===== src/rtl/prog_sequencer.sv =====
// Program store and issue sequencer feeding 4-bit opcodes to the cpu core.
// state     | meaning
// IDLE      | nothing issued, program may be loaded
// RUN       | one opcode per clock from address 0 to the latched last address
// STEP_WAIT | one opcode issued per synchronised step_btn press
// DONE      | non-loop program finished, done held high
module prog_sequencer #(
    parameter int          AW          = 4,
    parameter logic [3:0]  IDLE_OPCODE = 4'b0000
) (
    input  logic          clk,
    input  logic          rst,
    input  logic          prog_we,
    input  logic [AW-1:0] prog_addr,
    input  logic [3:0]    prog_wdata,
    input  logic [AW-1:0] prog_last,
    input  logic          start,
    input  logic          stop,
    input  logic          loop_en,
    input  logic          step_mode,
    input  logic          step_btn,
    output logic [3:0]    op_code,
    output logic          op_valid,
    output logic [AW-1:0] pc,
    output logic          busy,
    output logic          done
);
    typedef enum logic [1:0] {IDLE, RUN, STEP_WAIT, DONE} state_t;

    state_t        state, state_n;
    logic [3:0]    mem [2**AW];
    logic [AW-1:0] last_r, last_n;
    logic [AW-1:0] nxt_r, nxt_n;
    logic [AW-1:0] pc_n, pc_inc;
    logic          loop_r, loop_n;
    logic [3:0]    op_code_n;
    logic          op_valid_n, done_n;
    logic          btn_s1, btn_s2, btn_s3, step_pulse;
    logic          prog_ok;

    assign busy       = (state == RUN) || (state == STEP_WAIT);
    assign prog_ok    = (state == IDLE) || (state == DONE);
    assign pc_inc     = pc + AW'(1);
    assign step_pulse = btn_s2 & ~btn_s3;

    always_ff @(posedge clk or posedge rst) begin
        if (rst) begin
            for (int i = 0; i < 2**AW; i++) mem[i] <= IDLE_OPCODE;
        end else if (prog_we && prog_ok) begin
            mem[prog_addr] <= prog_wdata;
        end
    end

    // btn_s1/btn_s2 resynchronise the raw button; btn_s3 is the edge-detect history
    always_ff @(posedge clk or posedge rst) begin
        if (rst) begin
            btn_s1 <= 1'b0;
            btn_s2 <= 1'b0;
            btn_s3 <= 1'b0;
        end else begin
            btn_s1 <= step_btn;
            btn_s2 <= btn_s1;
            btn_s3 <= btn_s2;
        end
    end

    always_ff @(posedge clk or posedge rst) begin
        if (rst) begin
            state    <= IDLE;
            op_code  <= IDLE_OPCODE;
            op_valid <= 1'b0;
            pc       <= '0;
            done     <= 1'b0;
            last_r   <= '0;
            loop_r   <= 1'b0;
            nxt_r    <= '0;
        end else begin
            state    <= state_n;
            op_code  <= op_code_n;
            op_valid <= op_valid_n;
            pc       <= pc_n;
            done     <= done_n;
            last_r   <= last_n;
            loop_r   <= loop_n;
            nxt_r    <= nxt_n;
        end
    end

    always_comb begin
        state_n    = state;
        op_code_n  = op_code;
        op_valid_n = op_valid;
        pc_n       = pc;
        done_n     = done;
        last_n     = last_r;
        loop_n     = loop_r;
        nxt_n      = nxt_r;
        if (stop) begin
            state_n    = IDLE;
            op_code_n  = IDLE_OPCODE;
            op_valid_n = 1'b0;
            done_n     = 1'b0;
        end else if (start && !busy) begin
            last_n = prog_last;
            loop_n = loop_en;
            done_n = 1'b0;
            pc_n   = '0;
            if (step_mode) begin
                state_n    = STEP_WAIT;
                op_code_n  = IDLE_OPCODE;
                op_valid_n = 1'b0;
                nxt_n      = '0;
            end else begin
                state_n    = RUN;
                op_code_n  = mem[0];
                op_valid_n = 1'b1;
            end
        end else begin
            case (state)
                RUN: begin
                    if (pc != last_r) begin
                        pc_n      = pc_inc;
                        op_code_n = mem[pc_inc];
                    end else if (loop_r) begin
                        pc_n      = '0;
                        op_code_n = mem[0];
                    end else begin
                        state_n    = DONE;
                        op_code_n  = IDLE_OPCODE;
                        op_valid_n = 1'b0;
                        done_n     = 1'b1;
                    end
                end
                STEP_WAIT: begin
                    // op_valid marks the single issue cycle; press pulses landing in it are dropped
                    if (op_valid) begin
                        op_valid_n = 1'b0;
                        op_code_n  = IDLE_OPCODE;
                        if (pc == last_r && !loop_r) begin
                            state_n = DONE;
                            done_n  = 1'b1;
                        end else begin
                            nxt_n = (pc == last_r) ? '0 : pc_inc;
                        end
                    end else if (step_pulse) begin
                        op_code_n  = mem[nxt_r];
                        op_valid_n = 1'b1;
                        pc_n       = nxt_r;
                    end
                end
                DONE: begin
                    if (prog_we) done_n = 1'b0;
                end
                default: ;
            endcase
        end
    end
endmodule


===== config.mk =====
export PLATFORM = sky130hd
export DESIGN_NAME = prog_sequencer
export DESIGN_NICKNAME = d
export VERILOG_FILES = /design/src/rtl/prog_sequencer.sv
export SDC_FILE = /design/constraint.sdc
export NUM_CORES = 1
export LEC_CHECK = 0
export CAP_MARGIN = 15
export CORE_MARGIN = 4
export CORE_UTILIZATION = 40
export DETAILED_ROUTE_END_ITERATION = 8
export PLACE_DENSITY = 0.64
export SETUP_SLACK_MARGIN = 0.05
export SLEW_MARGIN = 20
export SYNTH_ARGS = -nofsm -noshare
export SYNTH_HDL_FRONTEND = slang
export SYNTH_SLANG_ARGS = --single-unit

===== constraint.sdc =====
create_clock -name clk -period 7.8 [get_ports clk]
set_clock_uncertainty 0.2 [all_clocks]
set_input_delay 1.56 -clock clk [delete_from_list [all_inputs] [get_ports clk]]
set_output_delay 1.56 -clock clk [all_outputs]
set_load 0.01 [all_outputs]

After elaboration in Yosys (flattened, before gate mapping)
Index checks and enable logic that the tools add are counted.
{"block": "totals", "ramBits": 0, "latchBits": 0, "input_bits": 20, "ff_bits": 88, "word_cells": 128, "romBits": 0, "mem_count": 0, "output_inout_bits": 11}
{"block": "op_classes", "div_mod_pow": 0, "bitwise_logic": 6, "mux": 53, "n_reduce_logical": 21, "n_shift": 0, "multipliers": 0, "addsub": 1, "eq_ne": 16, "n_lt_le_gt_ge": 4}
{"op": "$mux 4", "n": 23}
{"op": "$bwmux 64", "n": 1}
{"op": "$bmux 4 s4", "n": 2}
{"op": "$demux 4 s4", "n": 1}
{"op": "$pmux 4 s2", "n": 2}
{"op": "$ge 5x5->1 const B", "n": 3}
{"op": "$not 4->5", "n": 3}
{"op": "$reduce_and 5->1", "n": 3}
{"op": "$mux 1", "n": 14}
{"op": "$mux 2", "n": 7}
{"op": "$ne 4x3->1 const B", "n": 3}
{"op": "$ne 4x2->1 const B", "n": 2}
{"op": "$ne 3x2->1 const B", "n": 2}
{"op": "$reduce_and 6->1", "n": 1}
{"op": "$lt 5x1->1 const B", "n": 1}
{"op": "$ne 5x4->1 const B", "n": 1}
{"op": "$reduce_bool 5->1", "n": 1}
{"op": "$add 4x1->4 const B", "n": 1}
{"op": "$eq 2x2->1 const B", "n": 2}
{"op": "$eq 4x4->1", "n": 1}
{"op": "$logic_and 1x1->1", "n": 4}
{"op": "$ne 2x2->1 const B", "n": 2}
{"op": "$ne 4x4->1", "n": 1}
{"op": "$ne 4x4->1 const B", "n": 1}
{"op": "other kinds (14)", "n": 19}

Logic depth before layout (Yosys ltp)
Gate-level depths: netlist (run 1).
{"block": "depth", "depth_word": 9, "mapped_depth": 8, "depth_no_buf": 7}

Worst setup path before layout (run 1)
OpenSTA, ideal clock, no wires.
{"block": "synth_path", "kind": "in2reg", "from": "input start", "to": "register op_code[1]", "n_path_buf": 1, "path_stages": 5, "t_required_ns": 7.501, "setup_time_ns": 0.099, "path_slack_ns": 4.695, "arrival_ns": 2.805, "path_cell_list": "and2_0 -> clkbuf_1 -> or4_4 -> o22a_1 -> a311oi_1"}
{"block": "synth_between", "elab_chain_len": 3, "elab_cells_between_ends": 6, "cone_classes": "1 x eq/ne; 2 x mux; 3 x reduce/logical"}
{"item": "from (decl)", "line_no": "17", "source": "input logic start,"}
{"item": "$logic_and 1x1->1 (*)", "line_no": "103", "source": "end else if (start && !busy) begin"}
{"item": "$ne 5x4->1 (no source line), or another cell as far along"}
{"item": "$reduce_and 2->1 (no source line) / $mux 4 (equally long branches)"}
{"item": "to (signal assigned)", "line_no": "79", "source": "op_code <= op_code_n;"}
{"item": "to (decl)", "line_no": "22", "source": "output logic [3:0] op_code,"}
Every way passes the cells marked *; elsewhere a longest branch is shown, timed or not.
A chain may end at the register's enable or synchronous reset.

Final worst setup path (run 1)
{"block": "layout_path", "from": "register state[0]", "to": "output busy"}
{"block": "layout_between", "elab_chain_len": 2, "elab_cells_between_ends": 3, "cone_classes": "2 x eq/ne; 1 x reduce/logical"}
{"item": "from (decl)", "line_no": "30", "source": "state_t state, state_n;"}
{"item": "from (signal assigned)", "line_no": "78", "source": "state <= state_n;"}
{"item": "$eq 2x1->1 / $eq 2x2->1 (equally long branches)", "line_no": "41", "source": "assign busy = (state == RUN) || (state == STEP_WAIT);"}
{"item": "$logic_or 1x1->1 (*)", "line_no": "41"}
{"item": "to (decl)", "line_no": "25", "source": "output logic busy,"}
Marked as above.

==> flow_summary.ini, run 1 <==
[clock_tree]
clkLatencyLatePin_ns = 0.34
post_cts_resize_count = 0
clkSlewWorstSetupHoldPaths_ns = 0.06
cts.sinks = 88
cts_tree = yes
clockBufferDepth = 2
cts_hold_buf = 0
numCtsBuffers = 9
cts-root-buf = clkbuf_16
post_cts_buffers = 0
htree_levels = 3

[floorplan]
io_pins = 31
coreArea_mm2 = 0.01206
row_count = 40
die_h_um = 119.2
initial_core_util = 0.4099
die_area_mm2 = 0.01420
die_x_um = 119.2

[timing]
tns_ns = 0
final.period_utilization = 0.4776
fin_crit_ns = 3.725
worstMarginPinSlew_ns = 1.023
hold_viol_final = 0
maxSlewHeadroom = 0.3183
fmax_mhz = 268.4
rsz0062_at_grt = false
setup_viol = 0
holdWs_ns = 0.1473
report.final.slew_viol_count = 0

[cells_and_area]
final_layout_size_suffix_gt1_frac = 0.3200
antenna_cells = 0
nNetsFinal = 422
areaGrowthSynthToFinish_pct = 15.08

[global_route]
first_global_vias = 3410
gr-total-overflow = 0
antenna_found_initial = 0
grt_use_total = 0.1732
grt_max_degree = 75
grt_pass1_wl_um = 19160

[synthesis]
syn_area_mm2 = 0.004943
ys_seq_elements = 88
synth_area_leaders = dfrtp_1, mux2_2, mux4_2, mux2i_1, mux2_1
syn_avg_cell_area_um2 = 13.29
synth_top_area_cell = dfrtp_1
yosysMostFrequentCell = dfrtp_1
ys.flop_type = dfrtp_1
ys_seq_area_frac = 0.4455
ys_top_cells_by_count = dfrtp_1, mux2_2, mux4_2, nor2_1, mux2i_1
synth_edf_count = 0
syn_inst = 372
synth.distinct_cells = 56
async_reset_ff_frac = 1.000
syn-num-nets = 398
yosysTopAreaCellShare = 0.4455
yosysWarnings = 0

[detailed_routing]
wire_per_inst_um = 20.40
antenna_left = 0
drt_iter0_markers = 282
via_per_inst = 5.845
dr.pass1.iters = 5
drc = 0
via_count = 3320
drt_wl_total_um = 11590

[status]
status = finished clean

[power]
p_per_area_mw_per_mm2 = 435.3
leakage_nw = 2.357
irDropWorstVdd_v = 0.0001977

[placed_design]
io_buffers = 30
hpwl_um = 8150
gp_congestion = 0.8361

[setup_path]
worstPathMaxFanout = 8
startpoint = state[0]
worst_setup_path_end_kind = primary output
reg2reg_from = state[0]
startpoint_type = flop
cp.required_ns = 6.04
critPathKind = reg2out
crit_arrival_ns = 1.97

[worst_hold_path]
holdCritStartpoint = btn_s1
hp-class = reg2reg

[run]
cap_violations = 0
placed cells by master, fill, tap and decap left out, types with 3 or more instances in the layout:
master / count
mux2_1: 9
xor2_1: 4
a2111oi_0: 3
inv_1: 8
mux2i_1: 15
a21oi_1: 7
clkbuf_16: 9
nand3_1: 5
nand4_1: 3
buf_4: 3
mux4_2: 30
or3_1: 3
nor2b_1: 3
ha_1: 6
clkdlybuf4s50_1: 30
nor2_1: 19
o22a_1: 4
nor3_1: 6
mux2_2: 68
nand2b_1: 6
a311oi_1: 7
dfrtp_1: 88
nand2_1: 14
where the power goes:
group | switching (mW) | internal [mW] | leakage (nW) | total (mW)
combinational | 0.536 | 0.635 | 1.10 | 1.17
sequential | 0.203 | 0.661 | 1.10 | 0.865
clock | 0.175 | 0.265 | 0.152 | 0.440
kinds of logic (layout without fill, tap and decap cells):
logic type / after synthesis / in the layout / synth area share
adder cells (fa/ha/maj): 6 / 6 / 0.01519
multiplexers: 122 / 122 / 0.3424
AO/OA/AOI/OAI: 39 / 39 / 0.06631
AND/OR/NAND/NOR: 82 / 82 / 0.09264
XOR/XNOR: 6 / 6 / 0.01215
buffers and inverters: 29 / 57 / 0.02582
flip-flops: 88 / 88 / 0.4455
stage by stage:
step                instances  power, mW  setup WS [ns]  utilization  instance area (um^2)
floorplan                 372      1.710          3.761            -                  4943
global placement          553      2.012          3.817       0.4464                  5384
detailed placement        553      2.040          3.803       0.4464                  5384
CTS                       568      2.489          4.058       0.4717                  5689
global route              568      2.637          3.890       0.4717                  5689
finish                    568      2.476          4.075       0.4717                  5689
worst max-delay path: stages (launching register included):
cell	delay, ns
dfrtp_1	0.40
inv_1	0.09
ha_1	0.45
inv_1	0.14
clkdlybuf4s50_1	0.55
routing by layer:
metal | part of all wire | GRT usage | up-vias | routed length, um
li1 | - | - | 1480 | -
met5 | 0 | 0 | - | 0
met4 | 0.014 | 0.03403 | 0 | 168
met3 | 0.055 | 0.04986 | 14 | 643
met2 | 0.48 | 0.2727 | 110 | 5562
met1 | 0.45 | 0.2407 | 1716 | 5213
flip-flops by register name, indices dropped and copies added (netlist names):
name	flops
btn_s1	1
btn_s2	1
btn_s3	1
done	1
last_r	4
loop_r	1
mem	64
nxt_r	4
op_code	4
op_valid	1
pc	4
state	2
final timing paths:
check / endpoint / slack [ns] / cells after the start
max in group asynchronous: mem[41] / 4.92 / 3
setup reg to reg: op_code[2] / 4.77 / 7
hold / removal: btn_s2 / 0.15 / 0
min in group asynchronous: last_r[2] / 1.27 / 2
setup / recovery: busy / 4.07 / 4
hold reg to reg: btn_s2 / 0.15 / 0
area by class of cell:
| class | instances | area (um^2) |
|---|---|---|
| fillers | 1099 | 6372 |
| flip-flops and latches | 88 | 2202 |
| well taps | 168 | 210.2 |
| repair buffers | 33 | 322.8 |
| multi-input cells | 255 | 2614 |
| clock inverters | 4 | 52.55 |
| inverters | 9 | 35.03 |
| clock buffers | 11 | 252.7 |
Note: power is estimated with default switching activity, not from simulation.
==> run 2: changes to the inputs <==
- clock period: 7.8 -> 3.8 ns (I/O delays scaled with it)
==> run 2 against run 1 <==
Net effect: die area did not move; critical path depth did not move; critical endpoint unchanged; critical path type unchanged; non-clock buffer count rose by 7; largest power group unchanged.
==> flow_summary.ini, run 2 (same netlist as run 1, synthesis figures left out) <==
[status]
status = finished clean

[detailed_routing]
via_count = 3308
wire_per_inst_um = 20.35
drt_iter0_markers = 190
antenna_left = 0
via_per_inst = 5.743
drt_wl_total_um = 11720
drc = 0
dr.pass1.iters = 5

[floorplan]
die_area_mm2 = 0.01420
io_pins = 31
die_x_um = 119.2
initial_core_util = 0.4099
row_count = 40
coreArea_mm2 = 0.01206
die_h_um = 119.2

[setup_path]
path_common_cell = inv_1
crit_arrival_ns = 2.00
r2r_setup_slack_ns = 0.86
slowest_delay_ns = 0.55
path_depth = 4
worstPathMaxFanout = 8
r2r_cells = 7
startpoint = state[0]
cp_top_family = buffers and inverters
cp_num_buf_inv = 3
r2r-end = op_code[2]
path_cells = inv_1 -> ha_1 -> inv_1 -> clkdlybuf4s50_1
critPathKind = reg2out
crit_slowest_cell = clkdlybuf4s50_1
reg2reg_from = state[0]
worst_setup_path_end_kind = primary output
cp.required_ns = 2.84
startpoint_type = flop

[global_route]
gr-total-overflow = 0
grt_use_total = 0.1732
first_global_vias = 3352
grt_max_degree = 54
antenna_found_initial = 0
grt_pass1_wl_um = 18930

[clock_tree]
clockBufferDepth = 2
cts.sinks = 88
cts_hold_buf = 0
post_cts_resize_count = 0
clkLatencyLatePin_ns = 0.35
cts_tree = yes
numCtsBuffers = 9
cts-root-buf = clkbuf_16
post_cts_buffers = 0
clkSlewWorstSetupHoldPaths_ns = 0.06
htree_levels = 3

[placed_design]
hpwl_um = 8378
gp_congestion = 0.8764
post-place-cells = 560
place_ws_ns = 0.6598
place_area_mm2 = 0.005449
io_buffers = 30

[cells_and_area]
antenna_cells = 0
nNetsFinal = 429
areaGrowthSynthToFinish_pct = 16.10
largest_register_ffs = 64
regMostFlops = mem
final_cell_mix = dfrtp_1, mux2_2, mux4_2, clkdlybuf4s50_1, nor2_1
seqCellArea_mm2 = 0.002202
nFillCells = 1094
final_layout_size_suffix_gt1_frac = 0.3333
final_cells = 576
fin_area_mm2 = 0.005739
layout_commonest_cell = dfrtp_1
multiInputGateArea_mm2 = 0.002614

[timing]
report.final.slew_viol_count = 0
worstMarginPinSlew_ns = 0.7969
hold_viol_final = 0
fin_crit_ns = 2.957
fin_ws_ns = 0.8432
setup_viol = 0
rsz0062_at_grt = false
final.period_utilization = 0.7781
fmax_mhz = 338.2
maxSlewHeadroom = 0.4687
tns_ns = 0

[worst_hold_path]
worstHoldEndpoint = btn_s2
holdCritStartpoint = btn_s1
hp-class = reg2reg
holdPathStages = 0

[power]
irDropWorstVdd_v = 0.0004015
p_per_area_mw_per_mm2 = 889.3
leakage_nw = 2.379
p_total_mw = 5.104

[run]
cap_violations = 0
[run 2: changes by cell type in the layout (fill, tap and decap cells not counted), sizes merged]
cell / previous run / this run
buf: 3 / 10
clkinvlp: 0 / 3
bufinv: 1 / 0
clkbuf: 11 / 10
inv: 9 / 10
clkinv: 3 / 2
[run 2: worst max-delay path by stage]
| stage | slack, ns | endpoint |
|---|---|---|
| global route | 0.70 | op_code[2] |
| global placement | 0.74 | op_code[2] |
| detailed placement | 0.66 | op_code[2] |
| floorplan | 0.56 | btn_s1 |
| CTS | 0.85 | busy |
| finish | 0.84 | busy |
[run 2: layer usage]
layer	routed length, um	global-route usage	vias up	share of wire
met3	560	0.04653	10	0.048
li1	-	-	1494	-
met2	5683	0.2738	93	0.48
met5	0	0	-	0
met4	104	0.03621	0	0.0089
met1	5369	0.2411	1711	0.46
[run 2: power breakdown]
group / internal, mW / total, mW / switching, mW / leakage [nW]
Clock: 0.469 / 0.864 / 0.395 / 0.133
Combinational: 1.35 / 2.43 / 1.08 / 1.14
Sequential: 1.36 / 1.81 / 0.450 / 1.10
Total: 3.18 / 5.10 / 1.93 / 2.38
[run 2: cell type report]
class / instances / share of cell area
Inverter: 9 / 0.006104
Sequential cell: 88 / 0.3837
Clock buffer: 10 / 0.04164
Tap cell: 168 / 0.03663
Multi-Input combinational cell: 255 / 0.4554
Timing Repair Buffer: 40 / 0.06758
Clock inverter: 6 / 0.008938
[run 2: worst reg2reg max path, stage by stage, from the launching register on]
cell and delay [ns]:
dfrtp_1 0.40, inv_1 0.09, ha_1 0.47, and2_0 0.36, buf_4 0.24, or4_4 0.55
o22a_1 0.23, a311oi_1 0.30
[run 2: through the flow]
stage	util	hold slack (ns)
2_1_floorplan	-	0.1312
6_report	0.4758	0.1531
4_1_cts	0.4758	0.1535
3_5_place_dp	0.4518	0.1381
3_3_place_gp	0.4518	0.1364
5_1_grt	0.4758	0.1673
==> run 3: changes to the inputs <==
- PLACE_DENSITY: 0.64 -> 0.66
- clock period: 3.8 -> 2.5 ns (I/O delays scaled with it)
==> run 3 against run 2 <==
Net effect: non-clock buffer count up 39; register-to-register slack worse by 0.77 ns; sequential share of layout area down 2.2 points; first-iteration DRC count up 24%; die area unchanged; worst setup slack worse by 0.75 ns; sequential power up 47%; design area up 6.1%; critical path type is now reg2reg; largest cell class unchanged.
==> flow_summary.ini, run 3 (same netlist as run 1, synthesis figures left out) <==
[global_route]
grt_max_degree = 52
antenna_found_initial = 0
first_global_vias = 3657
gr-total-overflow = 0
grt_use_total = 0.1854
grt_pass1_wl_um = 20270

[floorplan]
die_x_um = 119.2
die_h_um = 119.2
io_pins = 31
row_count = 40
initial_core_util = 0.4099
die_area_mm2 = 0.01420
coreArea_mm2 = 0.01206

[detailed_routing]
via_count = 3528
drc = 0
drt_iter0_markers = 236
wl_met1_um = 5471
met2RoutedLength_um = 6099
wl_met3_um = 650
dr.pass1.iters = 4
highest_layer = met4
via_per_inst = 5.746
wire_per_inst_um = 20.38
antenna_left = 0
drt_wl_total_um = 12510

[clock_tree]
cts_tree = yes
clkLatencyLatePin_ns = 0.34
clockBufferDepth = 2
cts.sinks = 88
htree_levels = 3
numCtsBuffers = 9
cts-root-buf = clkbuf_16
post_cts_resize_count = 3
clkSlewWorstSetupHoldPaths_ns = 0.06
cts_hold_buf = 0
post_cts_buffers = 0

[timing]
fmax_mhz = 414.9
final.period_utilization = 0.9641
hold_viol_final = 0
worstMarginPinSlew_ns = 0.6796
setup_viol = 0
maxSlewHeadroom = 0.5455
report.final.slew_viol_count = 0
holdWs_ns = 0.1464
fin_crit_ns = 2.410
rsz0062_at_grt = true

[cells_and_area]
layout_commonest_cell = dfrtp_1
antenna_cells = 0
largest_register_ffs = 64
nNetsFinal = 468
areaGrowthSynthToFinish_pct = 23.21
regMostFlops = mem
final_cell_mix = dfrtp_1, mux2_2, buf_4
final_layout_size_suffix_gt1_frac = 0.4013

[power]
p_total_mw = 8.220
irDropWorstVdd_v = 0.0005890
leakage_nw = 2.582
p_per_area_mw_per_mm2 = 1350

[setup_path]
worst_setup_path_end_kind = flop
worstPathMaxFanout = 10
startpoint_type = flop
critPathKind = reg2reg
cp.required_ns = 2.50
crit_arrival_ns = 2.41

[status]
status = finished clean

[placed_design]
gp_congestion = 0.8970
hpwl_um = 9304
io_buffers = 30

[run]
cap_violations = 0

[worst_hold_path]
hp-class = reg2reg
-- run 3: final timing paths --
path | startpoint | end | slack, ns | cells past startpoint
worst max-delay path | pc[1] | op_code[2] | 0.09 | 6
worst min-delay path | btn_s1 | btn_s2 | 0.15 | 0
worst max register to register | pc[1] | op_code[2] | 0.09 | 6
worst min register to register | btn_s1 | btn_s2 | 0.15 | 0
max in group asynchronous | rst | mem[4] | 1.22 | 3
min in group asynchronous | rst | last_r[2] | 0.31 | 2
-- run 3: power breakdown --
group | leakage (nW) | internal (mW) | switching (mW) | total [mW]
Combinational | 1.34 | 2.35 | 1.88 | 4.23
Clock | 0.143 | 0.771 | 0.550 | 1.32
Sequential | 1.10 | 2.07 | 0.598 | 2.66
Total | 2.58 | 5.19 | 3.03 | 8.22
-- run 3: final cells by class --
type,count,area (um^2)
clock inverters,5,57.56
inverters,9,37.54
well taps,168,210.2
fillers,1062,5971
multi-input cells,255,2636
clock buffers,10,229.0
flip-flops and latches,88,2203
repair buffers,79,716.9
-- run 3: critical path: stages (launching register included) --
cell	delay (ns)
dfrtp_1	0.44
ha_2	0.41
buf_12	0.16
mux4_2	0.50
mux2i_1	0.29
o22a_1	0.18
a311oi_1	0.08
-- run 3: per-layer routing --
metal,vias to the layer above,GRT usage
met5,-,0
met4,0,0.06517
met3,22,0.04226
met2,119,0.2949
met1,1817,0.2498
li1,1570,-
-- run 3: stage by stage --
stage / util / area [um^2] / setup slack [ns] / std cells / TNS (ns)
finish: 0.5050 / 6091 / 0.08973 / 614 / 0
global route: 0.5050 / 6091 / 0.03743 / 614 / 0
CTS: 0.5038 / 6077 / 0.08892 / 614 / 0
detailed placement: 0.4794 / 5782 / -0.08462 / 599 / -0.2147
global placement: 0.4794 / 5782 / 0.003128 / 599 / 0
floorplan: - / 4947 / 0.07568 / 372 / 0
